`config.mk`:
```
export PLATFORM = sky130hd
export DESIGN_NAME = spi_master_ctrl
export DESIGN_NICKNAME = d
export VERILOG_FILES = /design/src/rtl/spi_pkg.sv /design/src/rtl/spi_clk_gen.sv /design/src/rtl/spi_master_ctrl.sv
export SDC_FILE = /design/constraint.sdc
export NUM_CORES = 1
export LEC_CHECK = 0
export BUFFER_PORTS_ARGS = -buffer_cell sky130_fd_sc_hd__buf_4
export CELL_PAD_IN_SITES_DETAIL_PLACEMENT = 1
export CELL_PAD_IN_SITES_GLOBAL_PLACEMENT = 1
export CORE_MARGIN = 2
export CORE_UTILIZATION = 25
export DETAILED_ROUTE_END_ITERATION = 6
export PLACE_DENSITY_LB_ADDON = 0.08
export SYNTH_ARGS = -nofsm -noshare
export SYNTH_HDL_FRONTEND = slang
export SYNTH_SLANG_ARGS = --single-unit
```
`constraint.sdc`:
```
create_clock -name clk -period 2.3 [get_ports clk]
set_input_delay 0.115 -clock clk [delete_from_list [all_inputs] [get_ports clk]]
set_output_delay 0.115 -clock clk [all_outputs]
set_load 0.02 [all_outputs]
```
`src/rtl/spi_pkg.sv`:
```
// Shared state type, frame constants and bit-order helper for the SPI master.
package spi_pkg;

  typedef enum logic {
    IDLE   = 1'b0,
    ACTIVE = 1'b1
  } state_t;

  // Ticks 1..16 are SCLK edges; tick 17 closes the frame.
  localparam logic [4:0] EDGES     = 5'd16;
  localparam logic [4:0] DONE_TICK = 5'd17;

  // Bit that leaves the shifter first: bit 0 when LSB first, top bit otherwise.
  function automatic logic first_bit(input logic lsbfe, input logic lsb, input logic msb);
    return lsbfe ? lsb : msb;
  endfunction

endpackage

```
`src/rtl/spi_clk_gen.sv`:
```
// Half-period tick generator: one tick every baud_div+1 enabled cycles.
module spi_clk_gen #(
  parameter int DIV_W = 8
) (
  input  logic             clk,
  input  logic             rst,
  input  logic             en,
  input  logic             clr,
  input  logic [DIV_W-1:0] baud_div,
  output logic             tick
);

  logic [DIV_W-1:0] cnt;
  logic [DIV_W-1:0] div_q;

  assign tick = en && (cnt == div_q);

  // clr restarts the period and captures the divider for the whole frame.
  always_ff @(posedge clk) begin
    if (!rst) begin
      cnt   <= '0;
      div_q <= '0;
    end else if (clr) begin
      cnt   <= '0;
      div_q <= baud_div;
    end else if (en) begin
      cnt <= tick ? '0 : cnt + {{(DIV_W-1){1'b0}}, 1'b1};
    end
  end

endmodule

```
`src/rtl/spi_master_ctrl.sv`:
```
// SPI master: one full-duplex DATA_W-bit frame per accepted start, all CPOL/CPHA modes.
module spi_master_ctrl
  import spi_pkg::*;
#(
  parameter int DIV_W  = 8,
  parameter int DATA_W = 8
) (
  input  logic              clk,
  input  logic              rst,
  input  logic              start,
  input  logic [DATA_W-1:0] tx_data,
  input  logic              cpol,
  input  logic              cpha,
  input  logic              lsbfe,
  input  logic [DIV_W-1:0]  baud_div,
  input  logic              miso,
  output logic              sclk,
  output logic              mosi,
  output logic              ss_n,
  output logic              busy,
  output logic              done,
  output logic [DATA_W-1:0] rx_data
);

  state_t            state;
  logic [4:0]        edge_cnt;
  logic [4:0]        edge_nxt;
  logic [DATA_W-1:0] tx_sh;
  logic [DATA_W-1:0] rx_sh;
  logic              cpha_q;
  logic              lsbfe_q;
  logic              tick;
  logic              accept;
  logic              odd;
  logic              sample;
  logic              drive;

  assign accept   = (state == IDLE) && start;
  assign edge_nxt = edge_cnt + 5'd1;
  assign odd      = edge_nxt[0];
  // Odd edges lead. cpha=0 samples on leading and shifts on trailing (the
  // last trailing edge has nothing left to shift); cpha=1 is the reverse.
  assign sample   = cpha_q ? ~odd : odd;
  assign drive    = cpha_q ? odd : (~odd && (edge_nxt != EDGES));

  spi_clk_gen #(.DIV_W(DIV_W)) u_clk_gen (
    .clk      (clk),
    .rst      (rst),
    .en       (state == ACTIVE),
    .clr      (accept),
    .baud_div (baud_div),
    .tick     (tick)
  );

  // Frame sequencer: accept, per-tick SCLK toggling, shifting, and completion.
  always_ff @(posedge clk) begin
    if (!rst) begin
      state    <= IDLE;
      sclk     <= 1'b0;
      mosi     <= 1'b0;
      ss_n     <= 1'b1;
      busy     <= 1'b0;
      done     <= 1'b0;
      rx_data  <= '0;
      edge_cnt <= '0;
      tx_sh    <= '0;
      rx_sh    <= '0;
      cpha_q   <= 1'b0;
      lsbfe_q  <= 1'b0;
    end else begin
      done <= 1'b0;
      if (state == IDLE) begin
        sclk <= cpol;
        if (accept) begin
          state    <= ACTIVE;
          ss_n     <= 1'b0;
          busy     <= 1'b1;
          edge_cnt <= '0;
          rx_sh    <= '0;
          cpha_q   <= cpha;
          lsbfe_q  <= lsbfe;
          if (!cpha) begin
            // First bit must be on the wire before the leading edge samples it.
            mosi  <= first_bit(lsbfe, tx_data[0], tx_data[DATA_W-1]);
            tx_sh <= lsbfe ? {1'b0, tx_data[DATA_W-1:1]} : {tx_data[DATA_W-2:0], 1'b0};
          end else begin
            tx_sh <= tx_data;
          end
        end
      end else if (tick) begin
        edge_cnt <= edge_nxt;
        if (edge_nxt == DONE_TICK) begin
          // SCLK is already back at its idle level after an even edge count.
          state   <= IDLE;
          ss_n    <= 1'b1;
          busy    <= 1'b0;
          done    <= 1'b1;
          rx_data <= rx_sh;
        end else begin
          sclk <= ~sclk;
          if (sample)
            rx_sh <= lsbfe_q ? {miso, rx_sh[DATA_W-1:1]} : {rx_sh[DATA_W-2:0], miso};
          if (drive) begin
            mosi  <= first_bit(lsbfe_q, tx_sh[0], tx_sh[DATA_W-1]);
            tx_sh <= lsbfe_q ? {1'b0, tx_sh[DATA_W-1:1]} : {tx_sh[DATA_W-2:0], 1'b0};
          end
        end
      end
    end
  end

endmodule

```
==> impl_results.rst, run 1 <==
.. list-table::
   :header-rows: 1

   * - Metric
     - Value
   * - Result of the run
     - completed
   * - Crit start category
     - register
   * - Horizontal extent of the die
     - 112 µm
   * - Pre-CTS WS
     - about 0.24 ns
   * - Antenna cell count
     - 0
   * - Family of cells with the greatest summed delay on the critical path
     - compound AO/OA/AOI/OAI gates
   * - Vias in the first global route
     - 2,690
   * - Worst rel slew slack
     - 62.9%
   * - NumNets Final
     - 409
   * - Synth Net Count
     - about 380
   * - Final number of hold-violating endpoints
     - 0
   * - Core utilization of the finished layout
     - 30.7%
   * - Post-layout total power
     - 2.19 mW
   * - Critical Path Sink Type
     - register
   * - Met3 Wirelength
     - roughly 240 µm
   * - Antenna-violating nets left
     - 0
   * - Highest-count cells in the layout ignoring fill and taps
     - nand2_1 (55), dfxtp_1 (53), buf_4 (52)
   * - Last weighted congestion value of the routability-driven placer
     - just under 0.7
   * - Max Clk Rate
     - approximately 480 MHz
   * - Remaining routing DRC violations
     - 0
   * - Row Count
     - 39
   * - Routed wire length per instance
     - 15.5 µm
   * - Most frequent standard cell in the layout excluding fill and tap cells
     - nand2_1
   * - Pin count of the biggest net entering global routing
     - 21
   * - Minimum clock period
     - 2.07 ns
   * - Total of max-cap violations
     - 0
   * - Overall fraction of global-route tracks in use
     - 13.7%
   * - Slew at the pin closest to its max-slew limit
     - 0.557 ns
   * - Synthesis-to-layout area growth
     - 19.8%
   * - Hold Path Class
     - in2reg
   * - Initial Utilization
     - 25.6%
   * - Slowest library cell on the worst path
     - a221o_1
   * - Highest fanout seen on the critical path
     - 6
   * - Clock insertion delay at the later pin of the skew report
     - 0.30 ns
   * - Proportion of register bits with asynchronous set or reset after synthesis
     - 0%
   * - Buffer cell driving the clock tree root
     - clkbuf_16
   * - Clock tree from TritonCTS
     - done
   * - Number of DRC markers after the initial detailed-route iteration
     - around 70
   * - Flops & latches, synth
     - 53
   * - Vias per cell
     - about 4.8
   * - CTS H-Tree Depth
     - 2
   * - Core Region
     - 0.0115 mm²
   * - Maximum cell stage delay along the critical path
     - 0.42 ns
   * - Ordered cell list for the critical path
     - ha_1 > nand3_1 > or3_4 > o21ai_4 > a221o_1 > mux2i_1 > o311ai_1
   * - Count of final max-slew check failures
     - 0
   * - Syn Std Cell Area
     - 0.00294 mm²
   * - Area of the die
     - 0.0126 mm²
   * - Setup WS post-layout
     - between 0.2 and 0.25 ns
   * - Power per Cell Area
     - 621 mW/mm²
   * - Unrepaired setup endpoints after global routing
     - false
   * - Data required time at the worst endpoint
     - 2.46 ns
   * - CP bufs+invs
     - 0
   * - Count of endpoints failing setup in the final report
     - 0
   * - Aggregate negative setup slack
     - 0 ns
   * - Count of buffers added by post-CTS timing repair for setup
     - 0
   * - Share of synthesized area occupied by flip-flops and latches
     - 36.1%
   * - Primary FF master, synth
     - dfxtp_1
   * - Overall via count from detail_route
     - 2,535
   * - Number of distinct library cell variants in the gate-level netlist after synthesis
     - 47
   * - Data arrival time of the critical path
     - between 2 and 2.5 ns
   * - VDD IR-drop max
     - 272 µV
   * - Number of enable-type register cells in the synthesized netlist
     - 0
   * - IO Pins
     - 36
   * - Count of input and output buffers
     - 35
   * - Final worst path period share
     - 89.8%
   * - Topmost layer with routed signal wires
     - met4
   * - Leakage power figure
     - 1.43 nW
   * - Layout cells sized above 1
     - 20.6%
   * - Initial antenna violation count
     - 0
   * - Clock slew at the register clock pins of the worst setup and hold paths
     - roughly 0.08 ns
   * - Total CTS buffers
     - 5
   * - Max clock buf depth
     - 2
   * - Detailed-routed wire length on met2
     - between 3000 and 4000 µm
   * - Worst clock skew
     - 0.00805 ns
   * - Y dimension of the die
     - 112 µm
   * - Mean cell area of the mapped netlist
     - 8.42 µm²
   * - CP Class
     - reg2reg
   * - GR Overflow Total
     - 0
   * - Length of the first detailed-routing pass in iterations
     - 4
   * - Hpwl dp
     - 6200 µm
   * - Yosys Warn Count
     - 0
   * - Wire length of the first global-routing pass
     - 14,000 µm
   * - Metal-1 WL
     - 4120 µm
   * - Total wire length after detailed routing
     - 8150 µm
   * - Cells after synthesis
     - 349
   * - CTS sink count
     - 53
   * - Number of buffers inserted for hold repair after clock tree synthesis
     - 0
   * - Gates resized, CTS repair
     - 0
==> worst register-to-register path, delay by kind of cell (launching register included) <==
family / cells / cell delay, ns
mux: 1 / 0.24
compound gates: 3 / 0.65
flops: 1 / 0.34
fa+ha+maj: 1 / 0.20
simple gates: 2 / 0.51
==> cells by family (layout without fill, tap and decap cells) <==
group	Yosys count	count (layout)	share of synthesized area, %
buf+inv	32	66	5.49
fa+ha+maj	4	4	1.70
mux	38	38	13.3
simple gates	129	129	21.1
flops	53	53	36.1
xor+xnor	19	19	5.66
compound gates	74	74	16.6
==> flip-flops by register name (all words and copies together), names as in the netlist <==
name and count:
rx_data 8, rx_sh 8, tx_sh 8, u_clk_gen.cnt 8, u_clk_gen.div_q 8, edge_cnt 5
busy 1, cpha_q 1, done 1, lsbfe_q 1, mosi 1, sclk 1
ss_n 1, state 1
==> metal layers <==
metal	track usage [%]	vias to the layer above
met5	0	-
met4	4.39	0
met3	2.43	10
met2	22.0	24
met1	18.6	1210
li1	-	1291
==> path summary, 6_finish.rpt <==
kind                      startpoint                  to  slack [ns]  cells past startpoint
setup / recovery         edge_cnt[0]            tx_sh[4]        0.23                      7
hold / removal           baud_div[6]  u_clk_gen.div_q[6]        0.05                      3
setup reg to reg         edge_cnt[0]            tx_sh[4]        0.23                      7
hold reg to reg   u_clk_gen.div_q[7]  u_clk_gen.div_q[7]        0.47                      2
==> report_power, final <==
part           internal (mW)  switching, mW
clock                  0.417          0.382
combinational          0.165          0.225
sequential             0.959         0.0399
==> Yosys cell counts, types with 3 or more instances <==
library cell / count / area [µm²]
nor3b_1: 3 / 22.5
nor3_1: 5 / 25.0
nand3_1: 6 / 30.0
inv_1: 6 / 22.5
o21ai_0: 16 / 80.1
nor2_1: 26 / 97.6
ha_1: 4 / 50.1
mux2_2: 9 / 101
o311ai_1: 5 / 43.8
clkbuf_1: 15 / 56.3
and3_1: 7 / 43.8
nand2_1: 55 / 206
a21oi_1: 27 / 135
and4_1: 3 / 26.3
xnor2_1: 12 / 105
buf_2: 3 / 15.0
dfxtp_1: 53 / 1060
a211oi_1: 11 / 82.6
mux2i_1: 29 / 290
nand3b_1: 8 / 60.1
buf_6: 4 / 45.0
xor2_1: 7 / 61.3
nand4_1: 5 / 31.3
==> final cells by class <==
| class | instances | area, µm² |
|---|---|---|
| Timing Repair Buffer | 52 | 390 |
| Fill cell | 1355 | 7950 |
| Tap cell | 143 | 179 |
| Sequential cell | 53 | 1060 |
| Clock inverter | 3 | 26.3 |
| Inverter | 6 | 22.5 |
| Multi-Input combinational cell | 264 | 1720 |
| Clock buffer | 5 | 125 |
==> stage by stage <==
step                instances  hold WS (ns)  instance area, µm²
floorplan                 349         0.251                2940
global placement          518         0.363                3370
detailed placement        518         0.375                3370
CTS                       526        0.0455                3520
global route              526        0.0603                3520
finish                    526        0.0534                3520
Note: power is estimated with default switching activity, not from simulation.
==> run 2: changes to the inputs <==
--- a/config.mk
+++ b/config.mk
@@ -8,10 +8,10 @@
 export BUFFER_PORTS_ARGS = -buffer_cell sky130_fd_sc_hd__buf_4
 export CELL_PAD_IN_SITES_DETAIL_PLACEMENT = 1
 export CELL_PAD_IN_SITES_GLOBAL_PLACEMENT = 1
-export CORE_MARGIN = 2
 export CORE_UTILIZATION = 25
 export DETAILED_ROUTE_END_ITERATION = 6
 export PLACE_DENSITY_LB_ADDON = 0.08
+export SKIP_LAST_GASP = 1
 export SYNTH_ARGS = -nofsm -noshare
 export SYNTH_HDL_FRONTEND = slang
 export SYNTH_SLANG_ARGS = --single-unit
==> impl_results.rst, run 2 (synthesis results as in run 1) <==
.. list-table::
   :header-rows: 1

   * - Metric
     - Value
   * - Count of buffers added by post-CTS timing repair for setup
     - 0 (unchanged)
   * - Antenna cell count
     - 0 (unchanged)
   * - Reg2Reg Capture Point
     - tx_sh[3]
   * - CTS H-Tree Depth
     - 2 (unchanged)
   * - Non-filler instance count after layout
     - 524 (-0.38%)
   * - Overall via count from detail_route
     - 2,510 (-0.99%)
   * - Gates resized, CTS repair
     - 0 (unchanged)
   * - Count of endpoints failing setup in the final report
     - 0 (unchanged)
   * - Overall fraction of global-route tracks in use
     - 14.0% (+0.37 points)
   * - Synthesis-to-layout area growth
     - 19.2%
   * - Worst rel slew slack
     - 55.3% (-7.6 points)
   * - Highest fanout seen on the critical path
     - 6 (unchanged)
   * - Count of final max-slew check failures
     - 0 (unchanged)
   * - Length of the first detailed-routing pass in iterations
     - 6 (+2)
   * - Most frequent standard cell in the layout excluding fill and tap cells
     - nand2_1
   * - CTS sink count
     - 53 (unchanged)
   * - Origin of the worst setup path
     - edge_cnt[0]
   * - Layout cells sized above 1
     - 20.2% (-0.42 points)
   * - Pin count of the biggest net entering global routing
     - 32 (+52%)
   * - Highest-count cells in the layout ignoring fill and taps
     - nand2_1 (55), dfxtp_1 (53), buf_4 (50)
   * - Aggregate negative setup slack
     - 0 ns (unchanged)
   * - Total of max-cap violations
     - 0 (unchanged)
   * - Total wire length after detailed routing
     - 8250 µm (+1.3%)
   * - VDD IR-drop max
     - 362 µV (+33%)
   * - Clock slew at the register clock pins of the worst setup and hold paths
     - 0.08 ns (about the same)
   * - Relative contribution of sequential cells to total power
     - 45.9% (+0.2 points)
   * - Antenna-violating nets left
     - 0 (unchanged)
   * - Max Clk Rate
     - 472 MHz (-2.5%)
   * - Internal Pwr Total
     - 1.53 mW (-0.42%)
   * - Proportion of power drawn by the clock network
     - 35.9% (-0.6 points)
   * - NumNets Final
     - 407 (-0.49%)
   * - Y dimension of the die
     - 110 µm (-1.8%)
   * - Slew at the pin closest to its max-slew limit
     - 0.671 ns (+0.114 ns)
   * - Data required time at the worst endpoint
     - 2.45 ns (about the same)
   * - Buffer cell driving the clock tree root
     - clkbuf_16
   * - Remaining routing DRC violations
     - 0 (unchanged)
   * - Number of buffers inserted for hold repair after clock tree synthesis
     - 0 (unchanged)
   * - Leakage power figure
     - 1.41 nW (-1.0%)
   * - Area of the die
     - 0.0122 mm² (-3.5%)
   * - Minimum clock period
     - 2.12 ns (+0.0519 ns)
   * - Clock tree from TritonCTS
     - done
   * - Switch share
     - 29.5% (-0.094 points)
   * - Result of the run
     - completed
   * - Crit path to
     - tx_sh[3]
   * - GR Overflow Total
     - 0 (unchanged)
   * - Critical Path Sink Type
     - register
   * - Vias per cell
     - 4.79 (-0.61%)
   * - Horizontal extent of the die
     - 110 µm (-1.8%)
   * - Unrepaired setup endpoints after global routing
     - false
   * - Number of DRC markers after the initial detailed-route iteration
     - 112 (+58%)
   * - Cells on worst reg2reg path
     - 7 (unchanged)
   * - Final-layout fill cell count
     - 1,383 (+2.1%)
   * - Final number of hold-violating endpoints
     - 0 (unchanged)
   * - Initial antenna violation count
     - 0 (unchanged)
   * - Vias in the first global route
     - 2,609 (-3.0%)
   * - Worst clock skew
     - 0.00348 ns (-0.00457 ns)
   * - Total CTS buffers
     - 5 (unchanged)
   * - CP Class
     - reg2reg
   * - Power per Cell Area
     - 620 mW/mm² (about the same)
   * - Crit start category
     - register
   * - Data arrival time of the critical path
     - 2.27 ns (+0.04 ns)
   * - Hold Path Class
     - in2reg
   * - Combinational share of power
     - 18.1% (+0.3 points)
   * - Clock insertion delay at the later pin of the skew report
     - 0.29 ns (about the same)
   * - Net switching component of the power
     - 0.641 mW (-0.87%)
   * - Max clock buf depth
     - 2 (unchanged)
   * - Initial Utilization
     - 25.8% (+0.11 points)
   * - Hpwl dp
     - 6110 µm (-1.5%)
   * - Routed wire length per instance
     - 15.7 µm (+1.7%)
   * - Number of cells after detailed placement
     - 516 (-0.39%)
   * - Final worst path period share
     - 92.1% (+2.3 points)
   * - Start of the worst register-to-register path
     - edge_cnt[0]
   * - Core Region
     - 0.0114 mm² (-0.42%)
   * - IO Pins
     - 36 (unchanged)
   * - R2r setup slk
     - 0.18 ns (-0.05 ns)
   * - Count of input and output buffers
     - 35 (unchanged)
   * - Row Count
     - 39 (unchanged)
   * - Last weighted congestion value of the routability-driven placer
     - 0.707 (+3.4%)
   * - Wire length of the first global-routing pass
     - 13,800 µm (-1.1%)
## run 2: metal layers
metal	track usage (%)	wire length, µm	vias to the layer above	share of wire (%)
met4	2.93	57	0	0.69
met5	0	0	-	0
met3	2.31	160	4	1.9
li1	-	-	1284	-
met1	20.1	4390	1199	53
met2	22.1	3640	23	44
## run 2: worst max-delay path: stages, from the launching register on
cell	delay, ns
dfxtp_1	0.35
ha_1	0.21
nand3_1	0.13
or3_4	0.37
o21ai_4	0.11
a221o_1	0.43
mux2i_1	0.25
o311ai_1	0.12
## run 2: how the worst min path moves through the flow
stage	from	to	slack, ns	cells after the start
floorplan	baud_div[0]	u_clk_gen.div_q[0]	0.25	2
global placement	baud_div[5]	u_clk_gen.div_q[5]	0.37	3
detailed placement	baud_div[7]	u_clk_gen.div_q[7]	0.38	3
CTS	baud_div[2]	u_clk_gen.div_q[2]	0.07	3
global route	baud_div[7]	u_clk_gen.div_q[7]	0.07	3
finish	baud_div[3]	u_clk_gen.div_q[3]	0.07	3
## run 2: through the flow
step	hold WS (ns)	utilization, %	power (mW)	instance area, µm²	worst slack [ns]
2_1_floorplan	0.251	-	1.28	2940	0.457
3_3_place_gp	0.368	29.4	1.42	3360	0.282
3_5_place_dp	0.378	29.4	1.42	3360	0.196
4_1_cts	0.0663	30.7	2.23	3510	0.172
5_1_grt	0.0739	30.7	2.29	3510	0.0184
6_report	0.0720	30.7	2.17	3510	0.182
## run 2: area by class of cell
class                   count  area [µm²]  share of cell area [%]
clock inverters             3        25.0                   0.714
flip-flops and latches     53        1060                    30.3
clock buffers               5         125                    3.57
multi-input cells         264        1720                    49.0
repair buffers             50         375                    10.7
inverters                   6        22.5                   0.642
well taps                 143         179                    5.10
## run 2: power groups by stage
stage	Clock, mW	Combinational [mW]	Sequential [mW]
6_report	0.782	0.394	0.999
4_1_cts	0.824	0.401	1.00
5_1_grt	0.847	0.440	1.01
3_3_place_gp	0	0.395	1.02
2_1_floorplan	0	0.271	1.01
3_5_place_dp	0	0.400	1.02
==> run 3: changes to the inputs <==
--- a/config.mk
+++ b/config.mk
@@ -5,9 +5,11 @@
 export SDC_FILE = /design/constraint.sdc
 export NUM_CORES = 1
 export LEC_CHECK = 0
+export ABC_AREA = 1
 export BUFFER_PORTS_ARGS = -buffer_cell sky130_fd_sc_hd__buf_4
 export CELL_PAD_IN_SITES_DETAIL_PLACEMENT = 1
 export CELL_PAD_IN_SITES_GLOBAL_PLACEMENT = 1
+export CORE_MARGIN = 8
 export CORE_UTILIZATION = 25
 export DETAILED_ROUTE_END_ITERATION = 6
 export PLACE_DENSITY_LB_ADDON = 0.08
==> impl_results.rst, run 3 <==
.. list-table::
   :header-rows: 1

   * - Metric
     - Value
   * - Count of input and output buffers
     - 35 (unchanged)
   * - Minimum clock period
     - 1.95 ns (-0.167 ns)
   * - Flops & latches, synth
     - 53 (unchanged)
   * - Number of buffers inserted for hold repair after clock tree synthesis
     - 0 (unchanged)
   * - Row Count
     - 38 (-2.6%)
   * - Data arrival time of the critical path
     - 2.20 ns (-0.07 ns)
   * - Proportion of register bits with asynchronous set or reset after synthesis
     - 0% (unchanged)
   * - Max clock buf depth
     - 2 (unchanged)
   * - Final-layout fill cell count
     - 1,389 (+0.43%)
   * - Cells after synthesis
     - 401 (+15%)
   * - Share of synthesized area occupied by flip-flops and latches
     - 39.2% (+3.1 points)
   * - Area of the die
     - 0.0144 mm² (+18%)
   * - Data required time at the worst endpoint
     - 2.54 ns (+0.09 ns)
   * - Primary FF master, synth
     - dfxtp_1
   * - Crit start category
     - register
   * - Post-synth top area share
     - 39.2% (+3.1 points)
   * - Buffer cell driving the clock tree root
     - clkbuf_8
   * - Clock tree from TritonCTS
     - done
   * - Max Clk Rate
     - 513 MHz (+8.5%)
   * - Number of DRC markers after the initial detailed-route iteration
     - 74 (-34%)
   * - Pre-CTS WS
     - 0.309 ns (+0.113 ns)
   * - Count of buffers added by post-CTS timing repair for setup
     - 0 (unchanged)
   * - Horizontal extent of the die
     - 120 µm (+8.7%)
   * - Core Region
     - 0.0107 mm² (-6.3%)
   * - Initial Utilization
     - 25.3% (-0.44 points)
   * - Most frequent standard cell in the layout excluding fill and tap cells
     - nand2_1
   * - Result of the run
     - completed
   * - Leakage power figure
     - 1.43 nW (+1.1%)
   * - Antenna cell count
     - 0 (unchanged)
   * - Wire length of the first global-routing pass
     - 13,500 µm (-2.4%)
   * - Routed wire length per instance
     - 14.0 µm (-11%)
   * - Total CTS buffers
     - 5 (unchanged)
   * - Gates resized, CTS repair
     - 0 (unchanged)
   * - Highest fanout seen on the critical path
     - 11 (+5)
   * - Mean cell area of the mapped netlist
     - 6.75 µm² (-20%)
   * - VDD IR-drop max
     - 237 µV (-35%)
   * - Count of endpoints failing setup in the final report
     - 0 (unchanged)
   * - Leading cell types by count after synthesis
     - nand2_1 (98), nor2_1 (71), dfxtp_1 (53)
   * - Length of the first detailed-routing pass in iterations
     - 4 (-2)
   * - Initial antenna violation count
     - 0 (unchanged)
   * - Worst clock skew
     - 0.0173 ns (+0.0138 ns)
   * - Final worst path period share
     - 84.8% (-7.3 points)
   * - Clock slew at the register clock pins of the worst setup and hold paths
     - 0.11 ns (+0.03 ns)
   * - Hold Path Class
     - in2reg
   * - Highest-count cells in the layout ignoring fill and taps
     - nand2_1 (98), nor2_1 (71), dfxtp_1 (53)
   * - Antenna-violating nets left
     - 0 (unchanged)
   * - Worst rel slew slack
     - 69.7% (+14 points)
   * - Power per Cell Area
     - 604 mW/mm² (-2.7%)
   * - Vias per cell
     - 4.47 (-6.7%)
   * - Top post-synthesis cells by area
     - dfxtp_1 (39%), nand2_1 (14%), nor2_1 (9.8%)
   * - IO Pins
     - 36 (unchanged)
   * - Layout cells sized above 1
     - 14.6% (-5.6 points)
   * - Setup WS post-layout
     - 0.349 ns (+0.167 ns)
   * - Synthesis-to-layout area growth
     - 19.0%
   * - Synth Net Count
     - 428 (+14%)
   * - Y dimension of the die
     - 120 µm (+8.7%)
   * - Total wire length after detailed routing
     - 8100 µm (-1.8%)
   * - CTS sink count
     - 53 (unchanged)
   * - Pin count of the biggest net entering global routing
     - 42 (+31%)
   * - Final number of hold-violating endpoints
     - 0 (unchanged)
   * - Slew at the pin closest to its max-slew limit
     - 0.452 ns (-0.218 ns)
   * - Cell taking the most area after synthesis
     - dfxtp_1
   * - Hpwl dp
     - 6170 µm (+1.0%)
   * - CP Class
     - reg2reg
   * - Syn Std Cell Area
     - 0.00271 mm² (-7.9%)
   * - Vias in the first global route
     - 2,749 (+5.4%)
   * - Critical Path Sink Type
     - register
   * - Dominant cell by count in the synthesized netlist
     - nand2_1
   * - Aggregate negative setup slack
     - 0 ns (unchanged)
   * - Yosys Warn Count
     - 0 (unchanged)
   * - CTS H-Tree Depth
     - 2 (unchanged)
   * - Last weighted congestion value of the routability-driven placer
     - 0.725 (+2.6%)
   * - Number of distinct library cell variants in the gate-level netlist after synthesis
     - 30 (-36%)
   * - NumNets Final
     - 464 (+14%)
   * - GR Overflow Total
     - 0 (unchanged)
   * - Remaining routing DRC violations
     - 0 (unchanged)
   * - Overall fraction of global-route tracks in use
     - 11.6% (-2.5 points)
   * - Count of final max-slew check failures
     - 0 (unchanged)
   * - Total of max-cap violations
     - 0 (unchanged)
   * - Number of enable-type register cells in the synthesized netlist
     - 0 (unchanged)
   * - Unrepaired setup endpoints after global routing
     - false
   * - Clock insertion delay at the later pin of the skew report
     - 0.31 ns (+0.02 ns)
   * - Overall via count from detail_route
     - 2,579 (+2.7%)
==> run 3: cell types whose count changed in the layout (fill, tap and decap cells not counted), sizes merged, moves of 7 or more <==
| cell | change |
|---|---|
| nor2 | +49 |
| nand2 | +46 |
| inv | +39 |
| mux2i | -29 |
| nand3 | +24 |
| a21oi | -15 |
| o22ai | +13 |
| a211oi | -12 |
| mux2 | -9 |
| and3 | -7 |
| buf | -7 |
| nand3b | -7 |
==> run 3: stage by stage <==
step | instances | power [mW] | area, µm² | hold slack, ns | util, %
after floorplan | 401 | 1.28 | 2710 | 0.256 | -
after global placement | 570 | 1.42 | 3130 | 0.375 | 29.3
after detailed placement | 570 | 1.42 | 3130 | 0.382 | 29.3
after CTS | 577 | 1.99 | 3220 | 0.0570 | 30.1
after global routing | 577 | 2.08 | 3220 | 0.0619 | 30.1
final | 577 | 1.95 | 3220 | 0.0592 | 30.1
==> run 3: power breakdown <==
group          leakage (nW)  internal [mW]  switching, mW  total, mW
registers             0.434          0.973         0.0402       1.01
logic                 0.949          0.141          0.232      0.373
clock network        0.0433          0.239          0.321      0.560
==> run 3: path summary, 6_finish.rpt <==
kind / from / end / slack [ns] / cells past startpoint
worst max-delay path: edge_cnt[0] / rx_data[0] / 0.35 / 9
worst min-delay path: baud_div[3] / u_clk_gen.div_q[3] / 0.06 / 3
worst max register to register: edge_cnt[0] / rx_data[0] / 0.35 / 9
worst min register to register: rx_sh[6] / rx_data[6] / 0.45 / 2
==> run 3: logic make-up after synthesis <==
family          count (synthesis)  share of synthesized area (%)
simple gates                  216                           34.1
buf+inv                        60                           9.06
compound gates                 56                           11.9
flops                          53                           39.2
xor+xnor                       12                           3.88
fa+ha+maj                       4                           1.85
==> run 3: cell type report <==
cell class	count	area [µm²]	share of cell area [%]
Sequential cell	53	1060	32.9
Multi-Input combinational cell	288	1400	43.5
Clock inverter	1	7.51	0.233
Inverter	46	173	5.36
Clock buffer	6	82.6	2.56
Timing Repair Buffer	43	323	10.0
Tap cell	140	175	5.43
==> run 3: layer usage <==
| layer | vias to the layer above | routed length, µm | track usage [%] | part of all wire (%) |
|---|---|---|---|---|
| li1 | 1348 | - | - | - |
| met5 | - | 0 | 0 | 0 |
| met1 | 1212 | 3610 | 13.4 | 45 |
| met2 | 15 | 4260 | 21.6 | 53 |
| met3 | 4 | 176 | 2.16 | 2.2 |
| met4 | 0 | 55 | 2.34 | 0.68 |
==> run 3: worst max-delay path, stage by stage (launching register included) <==
cell     delay [ns]
dfxtp_1        0.49
ha_1           0.26
nand2_1        0.07
nand2_1        0.09
nand3_1        0.16
nor2_4         0.17
nand2_2        0.20
nor2_4         0.28
nand2_1        0.09
nand2_1        0.06
